### src/rtl/axi_rd_arbiter.sv
// AXI read-channel arbiter: client vs prefetcher onto one memory AR port.
// R beats are routed back by an in-order source-tag FIFO.
module axi_rd_arbiter #(
  parameter int ADDR_BITS            = 64,
  parameter int BURST_LEN_WIDTH      = 8,
  parameter int TID_WIDTH            = 8,
  parameter int LOG_BLOCK_DATA_BYTES = 3,
  parameter int LOG_OUTSTANDING      = 3
) (
  input  logic                         clk,
  input  logic                         resetN,
  // client AR
  input  logic                         c_ar_valid,
  output logic                         c_ar_ready,
  input  logic [ADDR_BITS-1:0]         c_ar_addr,
  input  logic [BURST_LEN_WIDTH-1:0]   c_ar_len,
  input  logic [TID_WIDTH-1:0]         c_ar_id,
  // prefetcher AR
  input  logic                         p_ar_valid,
  output logic                         p_ar_ready,
  input  logic [ADDR_BITS-1:0]         p_ar_addr,
  input  logic [BURST_LEN_WIDTH-1:0]   p_ar_len,
  input  logic [TID_WIDTH-1:0]         p_ar_id,
  // memory AR
  output logic                         m_ar_valid,
  input  logic                         m_ar_ready,
  output logic [ADDR_BITS-1:0]         m_ar_addr,
  output logic [BURST_LEN_WIDTH-1:0]   m_ar_len,
  output logic [TID_WIDTH-1:0]         m_ar_id,
  // memory R
  input  logic                         m_r_valid,
  output logic                         m_r_ready,
  input  logic [(8<<LOG_BLOCK_DATA_BYTES)-1:0] m_r_data,
  input  logic                         m_r_last,
  input  logic [TID_WIDTH-1:0]         m_r_id,
  // client R
  output logic                         c_r_valid,
  input  logic                         c_r_ready,
  output logic [(8<<LOG_BLOCK_DATA_BYTES)-1:0] c_r_data,
  output logic                         c_r_last,
  output logic [TID_WIDTH-1:0]         c_r_id,
  // prefetcher R
  output logic                         p_r_valid,
  input  logic                         p_r_ready,
  output logic [(8<<LOG_BLOCK_DATA_BYTES)-1:0] p_r_data,
  output logic                         p_r_last,
  output logic [TID_WIDTH-1:0]         p_r_id,
  // control / status
  input  logic [3:0]                   starveLimit,
  output logic [LOG_OUTSTANDING:0]     outstandingCnt,
  output logic                         tagFull,
  output logic                         protocolErr
);

  localparam int DEPTH = 1 << LOG_OUTSTANDING;
  localparam logic [LOG_OUTSTANDING:0] DEPTH_C =
    {1'b1, {LOG_OUTSTANDING{1'b0}}};

  typedef enum logic {
    IDLE,
    ISSUE
  } state_t;

  state_t                       state_q;
  logic                         m_ar_valid_q;
  logic [ADDR_BITS-1:0]         m_ar_addr_q;
  logic [BURST_LEN_WIDTH-1:0]   m_ar_len_q;
  logic [TID_WIDTH-1:0]         m_ar_id_q;

  logic [3:0]                   starve_q;
  logic [3:0]                   starve_d;

  logic [DEPTH-1:0]             tag_q;
  logic [LOG_OUTSTANDING-1:0]   wptr_q;
  logic [LOG_OUTSTANDING-1:0]   rptr_q;
  logic [LOG_OUTSTANDING:0]     cnt_q;
  logic [LOG_OUTSTANDING:0]     cnt_d;
  logic                         perr_q;

  logic full;
  logic empty;
  logic age_hit;
  logic pick_p;
  logic grant;
  logic head;
  logic push;
  logic pop;

  assign full    = (cnt_q == DEPTH_C);
  assign empty   = (cnt_q == '0);

  // Prefetcher wins when alone, or when it has aged past the limit.
  assign age_hit = (starveLimit != 4'd0) && (starve_q >= starveLimit);
  assign pick_p  = p_ar_valid && (!c_ar_valid || age_hit);
  assign grant   = (state_q == IDLE) && !full
                && (c_ar_valid || p_ar_valid);

  assign c_ar_ready = grant && !pick_p;
  assign p_ar_ready = grant && pick_p;

  assign m_ar_valid = m_ar_valid_q;
  assign m_ar_addr  = m_ar_addr_q;
  assign m_ar_len   = m_ar_len_q;
  assign m_ar_id    = m_ar_id_q;

  // AR FSM: latch the winner's payload, hold it until memory accepts.
  always_ff @(posedge clk or negedge resetN) begin
    if (!resetN) begin
      state_q      <= IDLE;
      m_ar_valid_q <= 1'b0;
      m_ar_addr_q  <= '0;
      m_ar_len_q   <= '0;
      m_ar_id_q    <= '0;
    end else begin
      unique case (state_q)
        IDLE: begin
          if (grant) begin
            state_q      <= ISSUE;
            m_ar_valid_q <= 1'b1;
            if (pick_p) begin
              m_ar_addr_q <= p_ar_addr;
              m_ar_len_q  <= p_ar_len;
              m_ar_id_q   <= p_ar_id;
            end else begin
              m_ar_addr_q <= c_ar_addr;
              m_ar_len_q  <= c_ar_len;
              m_ar_id_q   <= c_ar_id;
            end
          end
        end
        ISSUE: begin
          if (m_ar_ready) begin
            state_q      <= IDLE;
            m_ar_valid_q <= 1'b0;
          end
        end
        default: begin
          state_q      <= IDLE;
          m_ar_valid_q <= 1'b0;
        end
      endcase
    end
  end

  // Aging counter: counts client wins that passed over a waiting prefetcher.
  always_comb begin
    starve_d = starve_q;
    if (grant && pick_p) begin
      starve_d = 4'd0;
    end else if (grant && p_ar_valid) begin
      if (starve_q != 4'hf) begin
        starve_d = starve_q + 4'd1;
      end
    end
  end

  // Aging counter register.
  always_ff @(posedge clk or negedge resetN) begin
    if (!resetN) begin
      starve_q <= 4'd0;
    end else begin
      starve_q <= starve_d;
    end
  end

  // R routing follows the oldest outstanding burst's source tag.
  assign head = tag_q[rptr_q];

  assign c_r_valid = !empty && !head && m_r_valid;
  assign p_r_valid = !empty &&  head && m_r_valid;
  assign m_r_ready = !empty && (head ? p_r_ready : c_r_ready);

  assign c_r_data = m_r_data;
  assign c_r_last = m_r_last;
  assign c_r_id   = m_r_id;
  assign p_r_data = m_r_data;
  assign p_r_last = m_r_last;
  assign p_r_id   = m_r_id;

  assign push = grant;
  assign pop  = m_r_valid && m_r_ready && m_r_last;

  // Occupancy next-state for push/pop combinations.
  always_comb begin
    cnt_d = cnt_q;
    unique case ({push, pop})
      2'b10:   cnt_d = cnt_q + 1'b1;
      2'b01:   cnt_d = cnt_q - 1'b1;
      default: cnt_d = cnt_q;
    endcase
  end

  // Tag FIFO storage and pointers; pointers wrap naturally.
  always_ff @(posedge clk or negedge resetN) begin
    if (!resetN) begin
      tag_q  <= '0;
      wptr_q <= '0;
      rptr_q <= '0;
      cnt_q  <= '0;
    end else begin
      if (push) begin
        tag_q[wptr_q] <= pick_p;
        wptr_q        <= wptr_q + 1'b1;
      end
      if (pop) begin
        rptr_q <= rptr_q + 1'b1;
      end
      cnt_q <= cnt_d;
    end
  end

  // Sticky flag: a beat arrived with nothing outstanding.
  always_ff @(posedge clk or negedge resetN) begin
    if (!resetN) begin
      perr_q <= 1'b0;
    end else if (empty && m_r_valid) begin
      perr_q <= 1'b1;
    end
  end

  assign outstandingCnt = cnt_q;
  assign tagFull        = full;
  assign protocolErr    = perr_q;

endmodule

### config.mk
export PLATFORM = sky130hd
export DESIGN_NAME = axi_rd_arbiter
export DESIGN_NICKNAME = d
export VERILOG_FILES = /design/src/rtl/axi_rd_arbiter.sv
export SDC_FILE = /design/constraint.sdc
export NUM_CORES = 1
export LEC_CHECK = 0
export ABC_AREA = 0
export CORE_AREA = 2 2 190 192
export CTS_CLUSTER_SIZE = 28
export DETAILED_ROUTE_END_ITERATION = 10
export DIE_AREA = 0 0 192 194
export PLACE_DENSITY = 0.62
export RECOVER_POWER = 50
export SETUP_SLACK_MARGIN = 0.02
export SLEW_MARGIN = 20
export SYNTH_ARGS = -nofsm -noshare
export SYNTH_HDL_FRONTEND = slang
export SYNTH_SLANG_ARGS = --single-unit
### constraint.sdc
create_clock -name clk -period 4.1 [get_ports clk]
set_input_delay 0.82 -clock clk [delete_from_list [all_inputs] [get_ports clk]]
set_output_delay 0.82 -clock clk [all_outputs]
set_load 0.01 [all_outputs]
==> impl_metrics.tcl <==
set metrics [dict create \
    syn-cell-area_um2 7050 \
    ys_warn_count 0 \
    clockPowerShare_pct 14.8 \
    use_met1_pct 16.5 \
    tritoncts "built" \
    postRouteAntennaNets 0 \
    intPower_mw 3.60 \
    synth_top_family_by_area "buffers and inverters" \
    drv_slew 46 \
    post-route-cell-area_um2 9360 \
    setup_violations 0 \
    synthAdderAreaFrac_pct 2.06 \
    max-vdd-ir-drop_mv 0.300 \
    coreArea_um2 35200 \
    fillerInstances 3844 \
    die_y_um 194 \
    p_seq_share_pct 31.4 \
    setup_ws_ns 0.230 \
    grt_pass1_vias 6141 \
    final_common_cell "clkdlybuf4s50_1" \
    p_per_area_nw_per_um2 655 \
    switching_share_pct 41.3 \
    dieArea_um2 37200 \
    synth_cell_types 51 \
    max_freq_mhz 258 \
    ioPinCount 483 \
    clock-sinks 105 \
    yosys-top-cells-area "dfrtp_1 37%, buf_4 16%, o311ai_1 7.2%, nand2_1 6.0%, and3_1 5.1%" \
    synth_compound_area_share_pct 16.0 \
    placed_cell_area_um2 9060 \
    hold_buffers 0 \
    grtUsageMet3_pct 5.30 \
    routabilityCongestion 0.782 \
    seqCellArea_um2 2630 \
    min_period_over_period_pct 94.4 \
    endpoint_kind "output pin" \
    synth_edf_count 0 \
    drive_gt1_share_pct 5.71 \
    clk_pin_slew_ns 0.08 \
    use_met2_pct 25.2 \
    p_sw_mw 2.53 \
    async_flop_share_pct 100 \
    vias 6318 \
    hold_slack_ns 0.462 \
    gr-total-overflow 0 \
    leakagePower_nw 4.09 \
    tightest_slew_ns 2.93 \
    timing.slew.headroom_pct -95.4 \
    skew_ns 0.0107 \
    route.detailed.drc 0 \
    fin_crit_ns 3.87 \
    drv_cap 1 \
    cts_buffers 9 \
    status "finished with violations" \
    drtIter0Drc 354 \
    crit_fanout 3 \
    wl_per_cell_um 20.6 \
    clkLatencyLatePin_ns 0.38 \
    ys_ff_latch 105 \
    grt_pass1_wl_um 40700 \
    seq_area_frac_synth_pct 37.3 \
    synthSimpleGateAreaFrac_pct 17.8 \
    layout.nets 1161 \
    hpwl_um 20600 \
    fp-row-count 69 \
    power_frac_comb_pct 53.8 \
    rsz0062_at_grt "no" \
    synth_xor_area_share_pct 1.12 \
    place_ws_ns 0.179 \
    htree_levels 3 \
    wl_um 28300 \
    syn_avg_cell_area_um2 8.58 \
    clock_path_buffers 2 \
    syn_nets 1078 \
    area_delta_synth_final_pct 32.8 \
    synthMuxAreaShare_pct 2.80 \
    ys.flop_type "dfrtp_1" \
    violations "max-capacitance violations, max-slew violations" \
    clk_root_buffer_cell "clkbuf_16" \
    track_usage_pct 14.6 \
    dr.pass1.iters 4 \
    tns_ns 0 \
    final_cell_mix "264 x clkdlybuf4s50_1, 113 x nand2_1, 105 x dfrtp_1, 67 x inv_1, 60 x o21ai_0" \
    busiest_layer "met2" \
    netlist_instances 822 \
    power_mw 6.13 \
    numPortBuffers 266 \
    critPathKind "in -> out" \
    fp.dieW_um 192 \
    antenna_found_initial 1 \
    grt_max_degree 64 \
    ctsResizeCount 0 \
    start_util_pct 20.0 \
    hp-class "reg -> reg" \
    synth.top_cell.area_share_pct 37.3 \
    required_ns 3.28 \
    hold_viol 0 \
    arrival_ns 3.05 \
    cts_setup_buffers 0 \
    yosys.area.top_type "dfrtp_1" \
    start_kind "input port" \
    multi_input_area_um2 2840 \
    avgViaCountPerCell 4.60 \
]
## synthesized netlist by cell type, drive strengths merged (3+ instances only)
library cell,number
nor4,3
dfrtp,105
nor2,10
nand3,47
a221o,22
inv,69
o311ai,58
and3,58
nand2,114
buf,169
clkbuf,38
a21o,3
mux2i,4
o21ai,62
nor2b,3
ha,10
a21oi,4
nor3,3
xor2,4
mux2,9
xnor2,5
## flip-flops by register name, summed over array words and instances (netlist names)
signal	cells
starve_q	4
rptr_q	3
protocolErr	1
m_ar_id	8
m_ar_valid	1
m_ar_addr	64
tag_q	8
m_ar_len	8
outstandingCnt	4
wptr_q	3
state_q	1
## power by group through the flow
stage	clock, mW	sequential, mW	combinational (mW)
floorplan	0	2.05	1.70
global placement	0	1.92	3.30
detailed placement	0	1.94	3.36
CTS	0.965	1.92	3.37
global route	0.994	1.99	3.58
finish	0.911	1.92	3.30
## stage by stage
step	util (%)	std cells
after floorplan	-	822
after global placement	25.7	1355
after detailed placement	25.7	1355
after CTS	26.6	1371
after global routing	26.6	1372
final	26.6	1372
## area by class of cell
cell class | instances | area share, %
multi-input cells | 441 | 30.3
repair buffers | 279 | 29.5
flip-flops and latches | 105 | 28.1
well taps | 461 | 6.16
inverters | 69 | 2.77
clock buffers | 9 | 2.41
clock inverters | 7 | 0.748
diodes | 1 | 0.0267
## logic make-up (layout without fill, tap and decap cells)
logic type,count (synthesis),after routing
other,0,1
XOR/XNOR,9,9
AND/OR/NAND/NOR,252,252
flip-flops,105,105
AO/OA/AOI/OAI,154,154
multiplexers,15,15
adder cells (fa/ha/maj),11,11
buffers and inverters,276,364
## worst paths after layout
check / from / end / slack (ns) / cells past startpoint
hold reg to reg: protocolErr / protocolErr / 0.46 / 1
hold / removal: protocolErr / protocolErr / 0.46 / 1
max in group asynchronous: resetN / m_ar_addr[4] / 1.03 / 1
min in group asynchronous: resetN / protocolErr / 1.37 / 1
setup reg to reg: rptr_q[0] / outstandingCnt[3] / 0.89 / 11
setup / recovery: starveLimit[0] / c_ar_ready / 0.23 / 7
## worst max-delay path, stage by stage
cell	delay, ns
clkdlybuf4s50_1	0.42
ha_1	0.30
nand2b_1	0.15
a21oi_1	0.18
o21ai_1	0.21
a211oi_4	0.34
clkdlybuf4s50_1	0.62
## layer usage
metal | part of all wire (%) | wire (um)
met4 | 3.1 | 868
met3 | 9.2 | 2600
met5 | 0 | 0
met2 | 50 | 14200
met1 | 38 | 10700
No activity file was read; power rests on OpenSTA's default activity.
